`config.mk`:
```
export PLATFORM = sky130hd
export DESIGN_NAME = rec_play_ctrl
export DESIGN_NICKNAME = d
export VERILOG_FILES = /design/src/rtl/rec_play_ctrl.sv
export SDC_FILE = /design/constraint.sdc
export NUM_CORES = 1
export LEC_CHECK = 0
export CAP_MARGIN = 40
export CORE_MARGIN = 2
export CORE_UTILIZATION = 54
export CTS_CLUSTER_DIAMETER = 150
export DETAILED_ROUTE_END_ITERATION = 8
export GPL_ROUTABILITY_DRIVEN = 1
export PLACE_DENSITY = 0.83
export SLEW_MARGIN = 20
export SYNTH_ARGS = -nofsm -noshare
export SYNTH_HDL_FRONTEND = slang
export SYNTH_SLANG_ARGS = --single-unit
export TNS_END_PERCENT = 20
```
`constraint.sdc`:
```
create_clock -name clk -period 7.65 [get_ports clk]
set_input_delay 1.9125 -clock clk [delete_from_list [all_inputs] [get_ports clk]]
set_output_delay 1.9125 -clock clk [all_outputs]
set_load 0.02 [all_outputs]
```
`src/rtl/rec_play_ctrl.sv`:
```
// rec_play_ctrl - record/playback sequencer for a 2^ADDR_W x DATA_W async SRAM.
//
// Record mode writes each ADC sample to the next sequential address; play
// mode reads samples back in order, one per DAC request. Every access runs
// SETUP (1 clk) -> STROBE (STROBE_CYC clks) -> HOLD (1 clk). All SRAM
// controls are registered, so the pins are glitch-free and the asynchronous
// reset forces them inactive immediately.
//
// Request handshake: adc_valid / dac_req are single-cycle pulses with no
// ready back-pressure. A pulse seen while idle starts an access on the next
// clock. A pulse seen in the HOLD clock is queued as the one pending request.
// Any other pulse seen while busy is dropped and sets the sticky overrun flag.
//
// Ports:
//   clk, rst_n           clock (rising edge), async active-low reset
//   record_btn, play_btn, stop_btn   one-cycle control pulses
//   adc_valid, adc_data  sample to record
//   dac_req              request for the next playback sample
//   sram_rdata           data read back from the SRAM io bus
//   sram_addr, sram_wdata, sram_wr_en (1 = drive the io bus)
//   sram_ce_n, sram_oe_n, sram_we_n, sram_ub_n, sram_lb_n  active-low strobes
//   dac_data, dac_valid  last sample read, pulsed in the HOLD clock
//   mode                 00 IDLE, 01 REC, 10 PLAY (top FSM state)
//   end_addr             number of recorded samples
//   overrun              sticky: a sample or request was dropped
//
// Build option: define REC_PLAY_LOOP_EN to make playback wrap to address 0
// at end_addr and keep playing until stop_btn. When it is undefined,
// playback returns to IDLE at end_addr.

module rec_play_ctrl #(
  parameter int ADDR_W     = 18,
  parameter int DATA_W     = 16,
  parameter int STROBE_CYC = 2
) (
  input  logic              clk,
  input  logic              rst_n,
  input  logic              record_btn,
  input  logic              play_btn,
  input  logic              stop_btn,
  input  logic              adc_valid,
  input  logic [DATA_W-1:0] adc_data,
  input  logic              dac_req,
  input  logic [DATA_W-1:0] sram_rdata,
  output logic [ADDR_W-1:0] sram_addr,
  output logic [DATA_W-1:0] sram_wdata,
  output logic              sram_wr_en,
  output logic              sram_ce_n,
  output logic              sram_oe_n,
  output logic              sram_we_n,
  output logic              sram_ub_n,
  output logic              sram_lb_n,
  output logic [DATA_W-1:0] dac_data,
  output logic              dac_valid,
  output logic [1:0]        mode,
  output logic [ADDR_W:0]   end_addr,
  output logic              overrun
);

  localparam int CNT_W = (STROBE_CYC > 1) ? $clog2(STROBE_CYC) : 1;
  localparam logic [CNT_W-1:0] CNT_LAST = CNT_W'(STROBE_CYC - 1);
  localparam logic [CNT_W-1:0] CNT_ONE  = CNT_W'(1);
  localparam logic [ADDR_W:0]  PTR_ONE  = {{ADDR_W{1'b0}}, 1'b1};
  localparam logic [ADDR_W:0]  PTR_LAST = {1'b0, {ADDR_W{1'b1}}};

  typedef enum logic [1:0] {
    MODE_IDLE = 2'b00,
    MODE_REC  = 2'b01,
    MODE_PLAY = 2'b10
  } mode_e;

  typedef enum logic [1:0] {
    ACC_READY  = 2'b00,
    ACC_SETUP  = 2'b01,
    ACC_STROBE = 2'b10,
    ACC_HOLD   = 2'b11
  } acc_e;

  // Top FSM and access sub-FSM
  mode_e             mode_q, mode_d;
  acc_e              acc_q, acc_d;
  logic [CNT_W-1:0]  cnt_q, cnt_d;
  // The pointer is one bit wider than the address so that it can hold the
  // sample count 2^ADDR_W when the memory is full.
  logic [ADDR_W:0]   pointer_q, pointer_d;
  logic              pending_q, pending_d;
  logic              stopping_q, stopping_d;
  logic [DATA_W-1:0] sample_q, sample_d;
  logic [ADDR_W:0]   end_addr_q, end_addr_d;
  logic              overrun_q, overrun_d;

  // Registered SRAM / DAC outputs
  logic [ADDR_W-1:0] sram_addr_q, sram_addr_d;
  logic [DATA_W-1:0] sram_wdata_q, sram_wdata_d;
  logic              ce_n_q, ce_n_d;
  logic              we_n_q, we_n_d;
  logic              oe_n_q, oe_n_d;
  logic              wr_en_q, wr_en_d;
  logic [DATA_W-1:0] dac_data_q, dac_data_d;
  logic              dac_valid_q, dac_valid_d;

  // Combinational helpers
  logic              req;
  logic              new_req;
  logic              done;
  logic              leave;
  logic              wr_acc;
  logic              rd_acc;
  logic              busy_d;
  logic [ADDR_W:0]   pointer_inc;

  always_ff @(posedge clk or negedge rst_n) begin
    if (!rst_n) begin
      mode_q       <= MODE_IDLE;
      acc_q        <= ACC_READY;
      cnt_q        <= '0;
      pointer_q    <= '0;
      pending_q    <= 1'b0;
      stopping_q   <= 1'b0;
      sample_q     <= '0;
      end_addr_q   <= '0;
      overrun_q    <= 1'b0;
      sram_addr_q  <= '0;
      sram_wdata_q <= '0;
      ce_n_q       <= 1'b1;
      we_n_q       <= 1'b1;
      oe_n_q       <= 1'b1;
      wr_en_q      <= 1'b0;
      dac_data_q   <= '0;
      dac_valid_q  <= 1'b0;
    end else begin
      mode_q       <= mode_d;
      acc_q        <= acc_d;
      cnt_q        <= cnt_d;
      pointer_q    <= pointer_d;
      pending_q    <= pending_d;
      stopping_q   <= stopping_d;
      sample_q     <= sample_d;
      end_addr_q   <= end_addr_d;
      overrun_q    <= overrun_d;
      sram_addr_q  <= sram_addr_d;
      sram_wdata_q <= sram_wdata_d;
      ce_n_q       <= ce_n_d;
      we_n_q       <= we_n_d;
      oe_n_q       <= oe_n_d;
      wr_en_q      <= wr_en_d;
      dac_data_q   <= dac_data_d;
      dac_valid_q  <= dac_valid_d;
    end
  end

  always_comb begin
    mode_d       = mode_q;
    acc_d        = acc_q;
    cnt_d        = cnt_q;
    pointer_d    = pointer_q;
    pending_d    = pending_q;
    stopping_d   = stopping_q;
    sample_d     = sample_q;
    end_addr_d   = end_addr_q;
    overrun_d    = overrun_q;
    sram_addr_d  = sram_addr_q;
    sram_wdata_d = sram_wdata_q;
    dac_data_d   = dac_data_q;
    ce_n_d       = 1'b1;
    we_n_d       = 1'b1;
    oe_n_d       = 1'b1;
    wr_en_d      = 1'b0;
    dac_valid_d  = 1'b0;
    done         = 1'b0;
    leave        = 1'b0;
    req          = 1'b0;
    busy_d       = 1'b0;
    pointer_inc  = pointer_q + PTR_ONE;
    wr_acc       = (mode_q == MODE_REC);
    rd_acc       = (mode_q == MODE_PLAY);

    if (wr_acc) begin
      req = adc_valid;
    end else if (rd_acc) begin
      req = dac_req;
    end
    // Once stop is seen no further request is taken; a sample that arrives
    // together with stop_btn is simply not recorded.
    new_req = req && !stop_btn && !stopping_q;

    // ---------------- access sub-FSM ----------------
    case (acc_q)
      ACC_READY: begin
        if (pending_q) begin
          acc_d     = ACC_SETUP;
          pending_d = 1'b0;
          if (new_req) begin
            overrun_d = 1'b1;
          end
        end else if (new_req) begin
          acc_d    = ACC_SETUP;
          sample_d = adc_data;
        end
      end
      ACC_SETUP: begin
        acc_d = ACC_STROBE;
        cnt_d = '0;
        if (new_req) begin
          overrun_d = 1'b1;
        end
      end
      ACC_STROBE: begin
        if (cnt_q == CNT_LAST) begin
          acc_d = ACC_HOLD;
        end else begin
          cnt_d = cnt_q + CNT_ONE;
        end
        if (new_req) begin
          overrun_d = 1'b1;
        end
      end
      ACC_HOLD: begin
        acc_d = ACC_READY;
        done  = 1'b1;
        // A request in the last clock of an access is queued, not dropped.
        if (new_req) begin
          pending_d = 1'b1;
          sample_d  = adc_data;
        end
      end
      default: acc_d = ACC_READY;
    endcase

    // ---------------- top FSM ----------------
    case (mode_q)
      MODE_IDLE: begin
        if (record_btn) begin
          mode_d     = MODE_REC;
          pointer_d  = '0;
          overrun_d  = 1'b0;
          pending_d  = 1'b0;
          stopping_d = 1'b0;
        end else if (play_btn && (end_addr_q != '0)) begin
          mode_d     = MODE_PLAY;
          pointer_d  = '0;
          pending_d  = 1'b0;
          stopping_d = 1'b0;
        end
      end
      MODE_REC: begin
        if (done) begin
          pointer_d = pointer_inc;
          // Stop requested earlier, stop now, or the last address was written.
          if (stopping_q || stop_btn || (pointer_q == PTR_LAST)) begin
            end_addr_d = pointer_inc;
            leave      = 1'b1;
          end
        end else if (stop_btn) begin
          if (acc_q == ACC_READY) begin
            end_addr_d = pointer_q;
            leave      = 1'b1;
          end else begin
            stopping_d = 1'b1;
          end
        end
      end
      MODE_PLAY: begin
        if (done) begin
          pointer_d = pointer_inc;
          if (stopping_q || stop_btn) begin
            leave = 1'b1;
          end else if (pointer_inc == end_addr_q) begin
`ifdef REC_PLAY_LOOP_EN
            pointer_d = '0;
`else
            leave = 1'b1;
`endif
          end
        end else if (stop_btn) begin
          if (acc_q == ACC_READY) begin
            leave = 1'b1;
          end else begin
            stopping_d = 1'b1;
          end
        end
      end
      default: mode_d = MODE_IDLE;
    endcase

    if (leave) begin
      mode_d     = MODE_IDLE;
      acc_d      = ACC_READY;
      pending_d  = 1'b0;
      stopping_d = 1'b0;
      // A request queued in HOLD is lost when the session ends there.
      if (done && new_req) begin
        overrun_d = 1'b1;
      end
    end

    // ---------------- registered SRAM controls ----------------
    // Decoded from the next access state so each pin changes on the same
    // edge as the state it belongs to.
    busy_d = (acc_d != ACC_READY);
    if (acc_q == ACC_READY && acc_d == ACC_SETUP) begin
      sram_addr_d = pointer_q[ADDR_W-1:0];
      if (wr_acc) begin
        sram_wdata_d = pending_q ? sample_q : adc_data;
      end
    end
    ce_n_d      = !busy_d;
    wr_en_d     = busy_d && wr_acc;
    we_n_d      = !((acc_d == ACC_STROBE) && wr_acc);
    oe_n_d      = !(((acc_d == ACC_SETUP) || (acc_d == ACC_STROBE)) && rd_acc);
    dac_valid_d = (acc_d == ACC_HOLD) && rd_acc;
    // Read data is taken at the end of the last STROBE clock, while oe_n is
    // still low.
    if (acc_q == ACC_STROBE && acc_d == ACC_HOLD && rd_acc) begin
      dac_data_d = sram_rdata;
    end
  end

  assign sram_addr  = sram_addr_q;
  assign sram_wdata = sram_wdata_q;
  assign sram_wr_en = wr_en_q;
  assign sram_ce_n  = ce_n_q;
  assign sram_ub_n  = ce_n_q;
  assign sram_lb_n  = ce_n_q;
  assign sram_oe_n  = oe_n_q;
  assign sram_we_n  = we_n_q;
  assign dac_data   = dac_data_q;
  assign dac_valid  = dac_valid_q;
  assign mode       = mode_q;
  assign end_addr   = end_addr_q;
  assign overrun    = overrun_q;

endmodule

```
# --- Word level (Yosys, flattened, before mapping) ---
# Cells that the tools add are included.
totals:
  reg_bits: 117
  out_inout_bits: 79
op_classes:
  add_sub_neg: 2
  n_eq_ne: 19
  mux: 54
  n_reduce_logical: 37
ops:
  columns: ["op", "count"]
  rows:
  - ["$mux 19", 7]
  - ["$mux 16", 3]
  - ["$pmux 19 s2", 1]
  - ["$pmux 16 s2", 1]
  - ["$mux 1", 28]
  - ["$add 19x1->19 const B", 1]
  - ["$eq 19x18->1 const B", 1]
  - ["$eq 19x19->1", 1]
  - ["$reduce_bool 19->1", 1]
  - ["$mux 2", 7]
  - ["$reduce_bool 2->1", 6]
  - ["$logic_and 1x1->1", 11]
  - ["$eq 2x2->1 const B", 5]
  - ["$pmux 1 s2", 5]
  - ["$pmux 2 s4", 1]
  - ["$eq 2x1->1 const B", 3]
  - ["$ne 2x1->1 const B", 3]
  - ["$ne 3x3->1 const B", 2]
  - ["$reduce_and 2->1", 3]
  - ["$logic_not 1->1", 5]
  - ["$reduce_and 5->1", 1]
  - ["$logic_not 2->1", 2]
  - ["$ne 4x4->1 const B", 1]
  - ["$pmux 2 s2", 1]
  - ["other kinds (9)", 12]

# --- Logic depth before layout (Yosys ltp) ---
depth:
  depth_word: 13
  ltp_mapped: 15
  depth_no_buf: 12

# --- Worst setup path after synthesis ---
# No wires, ideal clock.
synth_path:
  path_type: "input-to-reg"
  start: "input port stop_btn"
  end: "register dac_data_q[10] (netlist: dac_data[10])"
  arrival_time_ps: 3780
  required_time_ps: 7525
  setup_slack_ps: 3745
  cell_stages: 11
  path_cell_list: "nor2_1 nand2_1 o21ai_0 o31ai_1 o21bai_1 a21boi_1 ha_1 and2_1 nand2_1 clkbuf_1 mux2_2"
synth_via:
  elab_chain_cells: 10
synth_lines:
  columns: ["item", "line", "source"]
  rows:
  - ["from (decl)", "40", "input logic stop_btn,"]
  - ["$logic_not 1->1", "185", "new_req = req && !stop_btn && !stopping_q;"]
  - ["$logic_and 1x1->1 (2 in a row)", "185", null]
  - ["$mux 2", "196", "end else if (new_req) begin"]
  - ["$mux 2", "190", "if (pending_q) begin"]
  - ["$pmux 2 s4", "188", "case (acc_q)"]
  - ["$mux 2 (*)", "286", "if (leave) begin"]
  - ["net acc_d[1]", "81", "acc_e acc_q, acc_d;"]
  - ["$eq 2x2->1 (*)", "314", "if (acc_q == ACC_STROBE && acc_d == ACC_HOLD && rd_acc) begin"]
  - ["$logic_and 1x1->1 (*) (2 in a row)", "314", null]
  - ["to (signal assigned)", "147", "dac_data_q <= dac_data_d;"]
  - ["to (decl)", "99", "logic [DATA_W-1:0] dac_data_q, dac_data_d;"]
# Mark *: on every way through the listed nets, which the timed path passes. The rest lies on a longest branch.
# A chain may end at the register's enable or synchronous reset.

# --- Final worst setup path ---
layout_path:
  start: "register pointer_q[0]"
  end: "register dac_data_q[7] (netlist: dac_data[7])"
layout_via:
  elab_chain_cells: 10
layout_lines:
  columns: ["item", "line", "source"]
  rows:
  - ["from (decl)", "85", "logic [ADDR_W:0] pointer_q, pointer_d;"]
  - ["from (signal assigned)", "135", "pointer_q <= pointer_d;"]
  - ["$add 19x1->19", "174", "pointer_inc = pointer_q + PTR_ONE;"]
  - ["$eq 19x19->1", "268", "end else if (pointer_inc == end_addr_q) begin"]
  - ["$mux 1", "268", null]
  - ["$mux 1", "266", "if (stopping_q || stop_btn) begin"]
  - ["$mux 1", "264", "if (done) begin"]
  - ["$pmux 1 s2 (*)", "231", "case (mode_q)"]
  - ["$mux 2 (*)", "286", null]
  - ["net acc_d[1]", "81", null]
  - ["$eq 2x2->1 (*)", "314", null]
  - ["$logic_and 1x1->1 (*) (2 in a row)", "314", null]
# Marked as above.

==> run summary <==
clk_lat worst skew = 530 ps
startpoint types = register
Slew HR = 42.3%
wire per inst = 18.0 um
CTS resizes = 0
status = finished, final reports clean
number of max-cap violations = 0
Starting Density = 55.4%
Mean Syn Cell Area = 10.5 um^2
Max Buffers Root-to-Sink = 2
CTS Root Cell = clkbuf_8
Critical Path AT = 5110 ps
hold crit path type = reg -> reg
post-synth cell types = 59
pwr dens = 384 nW/um^2
most common cell after layout, fill and taps aside = clkdlybuf4s50_1
vias in the first global route = 4977
vias per std cell = 5.84
via count = 4874
kind of critical path = reg -> reg
Post-DP Area = 7300 um^2
hold violation count in the final report = 0
Post-Syn Instances = 576
Static Leak = 0.00333 uW
fin. max-slew vios = 0
Worst-Margin Slew = 866 ps
skew final = 12.5 ps
largest net degree at the start of global routing = 57
Critical Path End Type = register
Final setup viols = 0
row count = 38
first-pass detailed-route iteration total = 5
Residual DRC = 0
CTS H-tree lvls = 4
post-CTS setup buffer count = 0
Port Buffers = 117
DRT Wirelength = 15000 um
hpwl dp = 10300 um
number of synthesized flops with an enable pin = 0
top cells by area, synth = dfrtp_1, mux2_2, o21ai_0
sequential share of the synthesized area = 48.6%
initial DRC count = 395
Multi-input gate area = 2870 um^2
area leader, netlist = dfrtp_1
Layout Cell Area excl Fill = 7870 um^2
Top Ports = 118
fin crit period = 4700 ps
Peak VDD IR = 0.000235 V
Die X = 110 um
syn_nets = 627
Clk pin slew, worst setup/hold paths = 60 ps
first-pass GRT wire length = 24800 um
DRT antenna net count = 0
FILL cells = 764
synthesized area = 6040 um^2
hold_buf cts = 0
layout cells sized above 1 = 14.2%
die height = 110 um
Req. time, crit path = 8060 ps
gr usage total = 26.7%
total gr overflow = 0
Main synth FF type = dfrtp_1
sequential cell area = 2930 um^2
top cell type's share of synthesized area = 47.3%
yosys warns = 0
RD Place Congestion = 0.871
initial antenna violation count = 0
Final Power = 3020 uW
TritonCTS clock tree = done
Setup TNS = 0 ps
Layout Nets = 733
RSZ-0062 raised after global routing = no
most frequent cells in the layout = clkdlybuf4s50_1, dfrtp_1, nand2_1
achievable frequency = 213 MHz
placeable core area = 10900 um^2
Core Util, Final = 72.2%
Ant. Diodes = 0
DP Worst Slack = 2960 ps
clock sink total = 117
asr flop ratio synth = 100%
setup ws final = 2950 ps
die area = 12000 um^2
CTS buffer count = 17
post-synthesis register bit count = 117
crit path max fanout = 16
layout overhead on the synthesized area = 30.3%
crit share post-route = 61.4%
-- cell type report --
cell class | instances | area share (%)
Sequential cell | 117 | 37.3
Clock inverter | 14 | 1.85
Tap cell | 140 | 2.23
Timing Repair Buffer | 126 | 16.2
Clock buffer | 18 | 5.31
Inverter | 13 | 0.620
Multi-Input combinational cell | 407 | 36.5
-- critical path, cell delays in order (launching register included) --
cell and delay (ps):
dfrtp_1 560, ha_1 410, nand3_2 330, nor4_4 510, xnor2_1 130, nor4_1 330
nand4_1 300, o21bai_1 430, a21boi_1 210, ha_1 250, and2_1 180, nand2_1 500
mux2_2 420
-- per-layer routing --
layer	vias to the layer above	track usage (%)	wire [um]
met5	-	0	0
met4	0	8.59	320
met2	194	45.2	7570
li1	2226	-	-
met1	2415	33.1	6070
met3	39	7.41	1040
-- registers in the layout, indices dropped and copies added, names as in the netlist, 2 cells and up --
signal      cells
acc_q           2
sample_q       16
sram_addr      18
mode            2
end_addr       19
sram_wdata     16
dac_data       16
pointer_q      19
-- through the flow --
stage               hold WS [ps]  instances
detailed placement           477        803
CTS                          493        835
global placement             466        798
finish                       492        835
floorplan                    458        576
global route                 511        835
-- power breakdown --
part	total (uW)	internal, uW	switching, uW
clock	758	441	317
sequential	1010	823	182
combinational	1260	570	685
total	3020	1830	1180
-- cell families after synthesis --
family          count (synthesis)  synth area share [%]
simple gates                  165                  14.5
buf+inv                        52                  4.02
xor+xnor                       45                  6.53
fa+ha+maj                      12                  2.49
flops                         117                  48.6
mux                            69                  12.5
compound gates                116                  11.4
-- synth_stat cells, drive strengths merged (2+ instances only) --
library cell  count
a211o             2
a211oi            2
a21o              2
a21oi            32
a22o              3
a31oi             2
buf              24
clkbuf           15
dfrtp           114
dfstp             3
ha               12
inv              13
mux2             50
mux2i            19
nand2            53
nand2b            6
nand3            10
nand4            12
nor2             48
nor2b             4
nor3             11
nor4             11
o21ai            54
o221ai            2
o31ai             7
o41ai             2
or3               2
xnor2            25
xor2             20
-- worst paths after layout --
path	endpoint	from	cells past startpoint	slack (ps)
min	sample_q[1]$_DFFE_PN0P_	sample_q[1]$_DFFE_PN0P_	1	490
min reg2reg	sample_q[1]$_DFFE_PN0P_	sample_q[1]$_DFFE_PN0P_	1	490
min in group asynchronous	end_addr[11]$_DFFE_PN0P_	rst_n	1	1330
max reg2reg	dac_data[7]$_DFFE_PN0P_	pointer_q[0]$_DFFE_PN0P_	12	2950
max	dac_data[7]$_DFFE_PN0P_	pointer_q[0]$_DFFE_PN0P_	12	2950
max in group asynchronous	cnt_q$_DFFE_PN0P_	rst_n	3	5260
Power figures use the tool's default switching activity.
==> RTL change 1: new RTL, same settings <==
Make the reset (`rst_n`) synchronous in one clocked block. Comments in the files are not updated.
--- a/src/rtl/rec_play_ctrl.sv
+++ b/src/rtl/rec_play_ctrl.sv
@@ -110,5 +110,5 @@
   logic [ADDR_W:0]   pointer_inc;
 
-  always_ff @(posedge clk or negedge rst_n) begin
+  always_ff @(posedge clk) begin
     if (!rst_n) begin
       mode_q       <= MODE_IDLE;
Behaviour: differs if rst_n is asserted again (counterexample within 4 cycles, from zero or initial values and one cycle with rst_n low); with rst_n held inactive, the same outputs for 10 cycles.
==> RTL change 1 against the unedited design <==
  * Total power decreased by 23%
  * Register-to-register slack got worse by 0.14 ns
  * Die area decreased by 1.8%
  * Cell area decreased by 2.4%
  * Sequential cell count unchanged
  * Worst setup slack got worse by 0.84 ns
  * Final cell count increased by 13%
  * Area after synthesis decreased by 1.9%
  * Wire length increased by 9.6%
==> RTL change 1: results (changes against the unedited design) <==
stage	metric	value	unit	change
outcome	status	finished clean		
worst_setup_path	cpPeakStageDelay	0.69	ns	+0.13 ns
synth	ys_top_cells_by_count	117 x dfxtp_1, 98 x nand2_1, 87 x nor2_1		
worst_setup_path	r2r_slack	2.81	ns	-0.14 ns
hold_path	hold_depth	2		+1
placed_design	dpl_cell_area	7070	sq um	-3.1%
synth	syn-mean-instance-area	8.35	sq um	-20%
worst_setup_path	critPathArrivalTime	5.97	ns	+0.86 ns
finish	nFillCells	797		+4.3%
worst_setup_path	cp_slowest_cell	nor2_2		
sta	relSlewSlack	49.1	%	+6.8 points
finish	fin_nets	843		+15%
worst_setup_path	r2r-end	sram_wdata[6]		
power_and_ir_drop	clock_power_share	34.8	%	+9.7 points
synth	asyncSetResetFlopFracSynth	0	%	-100 points
worst_setup_path	rr_worst_depth	14		+2
finish	instances_no_fill	946		+13%
placed_design	dpl_worst_slack	1.69	ns	-1.27 ns
synth	synth_top_flop_cell	dfxtp_1		
detailed_routing	wl_per_cell	17.4	microns	-3.3%
placed_design	place.gp.congestion	0.890		+2.3%
worst_setup_path	crit_fanout	19		+3
synth	synth_cell_types	67		+14%
sta	max_clock_freq	181	MHz	-15%
worst_setup_path	reg2reg_from	pointer_q[0]		
global_route	grt_pass1_vias	5247		+5.4%
synth	synth.area.top_cells	dfxtp_1 40%, nand2_1 6.2%, mux2i_1 5.7%		
power_and_ir_drop	leakagePower	2.61	nW	-22%
power_and_ir_drop	power_clock	0.000807	W	+6.5%
finish	drive_above_1_share	7.69	%	-6.6 points
placed_design	dp_hpwl	11000	microns	+6.2%
global_route	grt_pass1_wl	25800	microns	+4.0%
synth	yosysSeqAreaShare	39.6	%	-9.0 points
synth	syn_nets	759		+21%
power_and_ir_drop	p_int	0.00149	W	-19%
placed_design	placedCellCount	914		+14%
sta	fin_worst_skew	0.00787	ns	-0.00462 ns
power_and_ir_drop	comb_power_share	32.9	%	-8.7 points
global_route	grt_max_degree	76		+33%
worst_setup_path	setup.worst_path.end_class	register		
worst_setup_path	crit_start	stop_btn		
detailed_routing	drt-initial-drc-count	463		+17%
global_route	grtUsageTotal	28.0	%	+1.3 points
finish	syn_to_final_growth	29.7	%	
detailed_routing	firstDrtPassIters	7		+2
detailed_routing	vias	5491		+13%
power_and_ir_drop	vdd_drop_max	238	uV	+1.2%
RTL change 1: changes by cell type in the layout (fill, tap and decap cells not counted), moves of 10 or more:
cell | before | now
mux2i_1 | 19 | 34
dfxtp_1 | 0 | 117
mux2_1 | 10 | 0
dfrtp_1 | 114 | 0
mux2_2 | 40 | 0
o21ai_0 | 46 | 15
a211oi_1 | 1 | 34
nor2_1 | 48 | 86
a21oi_1 | 32 | 55
nand2_1 | 53 | 98
RTL change 1: logic make-up after synthesis:
kind of cell | after synthesis | share of synthesized area [%]
xor gates and xnor gates | 39 | 6.00
and+or+nand+nor | 280 | 23.4
muxes | 34 | 5.75
DFF | 117 | 39.6
adders and majority gates | 11 | 2.32
AOI/OAI and AO/OA | 152 | 17.1
buffers and inverters | 76 | 5.92
RTL change 1: layout make-up:
class                      instances  share of cell area, %
clock buffer                      18                   5.57
clock inverter                    14                   2.28
inverter                          16                  0.782
multi-input combinational        516                   42.3
sequential                       117                   30.5
tap                              140                   2.28
timing repair buffer             125                   16.3
RTL change 1: routing by layer:
layer / global-route usage, % / wire [microns]
met1: 36.1 / 6890
met2: 46.4 / 8070
met3: 5.98 / 1190
met4: 9.98 / 290
met5: 0 / 0
RTL change 1: worst max-delay path: cells and delay by family:
kind                       cells  cell delay, ns
adders and majority gates      1            0.19
and+or+nand+nor                7            2.18
AOI/OAI and AO/OA              4            0.85
buffers and inverters          2            0.83
RTL change 1: worst min-delay path by stage:
stage                      start            to  slack [ns]
finish              dac_data[13]  dac_data[13]        0.45
global route        sram_addr[9]  sram_addr[9]        0.49
CTS                 dac_data[11]  dac_data[11]        0.46
detailed placement  sram_addr[0]  sram_addr[0]        0.45
global placement     dac_data[4]   dac_data[4]        0.44
floorplan            sample_q[0]   sample_q[0]        0.46
==> RTL change 2: new RTL, same settings <==
Without the edit above. Build with the macro `REC_PLAY_LOOP_EN` defined.
--- a/src/rtl/rec_play_ctrl.sv
+++ b/src/rtl/rec_play_ctrl.sv
@@ -28,4 +28,6 @@
 // at end_addr and keep playing until stop_btn. When it is undefined,
 // playback returns to IDLE at end_addr.
+
+`define REC_PLAY_LOOP_EN
 
 module rec_play_ctrl #(
Formal check against the unedited RTL: no difference found for any inputs over 10 cycles, from zero or initial values and one cycle with rst_n low; that may be too few to reach the edited logic, so the function may still have changed.
==> RTL change 2 against the unedited design <==
  * Clock skew fell by 0.0031 ns
  * Fmax rose by 8.6%
  * Count of clock-buffer cells in the layout rose by 6
  * Utilization fell by 0.25 points
  * Wire length rose by 7.4%
  * Non-clock buffer count rose by 5
  * Sequential cell count did not move
  * Largest cell class is now multi-input gates
  * Area after synthesis rose by 3.0%
  * Cell area rose by 3.6%
  * Worst setup slack improved by 0.37 ns
  * Total power rose by 3.6%
==> RTL change 2: results (changes against the unedited design) <==
stage	metric	value	unit	change
outcome	status	finished clean		
sta	timing.hold.ws	0.476	ns	-0.0157 ns
synth	synth.mux.area_fraction	11.8	%	-0.70 points
synth	synth_cell_types	62		+5.1%
cts	ctsRootBufferMaster	clkbuf_16		
placed_design	dpl_cell_area	7510	sq um	+2.9%
global_route	grt_pass1_wl	26400	microns	+6.6%
hold_path	hold_depth	2		+1
worst_setup_path	crit_start	stop_btn		
power_and_ir_drop	vdd_drop_max	249	uV	+5.9%
power_and_ir_drop	leakagePower	3.41	nW	+2.2%
worst_setup_path	r2r_slack	3.87	ns	+0.92 ns
global_route	grt_max_degree	49		-14%
synth	synthXorXnorAreaFrac	6.34	%	-0.19 points
synth	synth.area.top_cells	dfrtp_1 46%, mux2_2 8.9%, xor2_1 4.4%		
global_route	grtUsageTotal	26.7	%	+0.038 points
synth	synthAdderAreaFrac	2.62	%	+0.13 points
detailed_routing	viasPerCell	5.93		+1.6%
power_and_ir_drop	swShare	36.9	%	-2.4 points
worst_setup_path	r2r-end	dac_data[5]		
detailed_routing	wl_per_cell	18.5	microns	+3.1%
synth	synth_compound_area_share	12.6	%	+1.2 points
sta	tightest_slew	0.889	ns	+0.0233 ns
sta	fin_worst_skew	0.00935	ns	-0.00315 ns
hold_path	holdCritStartpoint	sram_addr[12]		
RTL change 2: cell count changes after synthesis, moves of 5 or more:
cell      unedited run  this run
o21ai_0             46        28
xnor2_1             25        14
xor2_1              20        31
mux2_1              10         0
nand2_1             53        63
mux2_2              40        49
nand3_1              8        17
nor2_1              48        40
a41oi_1              0         6
clkbuf_1            15        21
o21ai_1              8         2
a21oi_1             32        37
RTL change 2: through the flow:
step / setup slack, ns / cells
finish: 3.33 / 870
CTS: 3.35 / 869
global placement: 2.89 / 830
floorplan: 3.70 / 607
global route: 3.07 / 870
detailed placement: 2.95 / 837
RTL change 2: final cells by class:
type	instances	area share, %
inverter	15	0.691
clock inverter	8	1.80
tap	143	2.20
timing repair buffer	131	16.2
sequential	117	36.0
multi-input combinational	432	37.2
clock buffer	24	5.91
RTL change 2: per-layer routing:
layer	wire length (microns)	global-route usage, %	part of all wire [%]
met2	8270	45.6	51
met3	1300	7.22	8.1
met1	6070	31.4	38
met5	0	0	0
met4	478	12.7	3.0
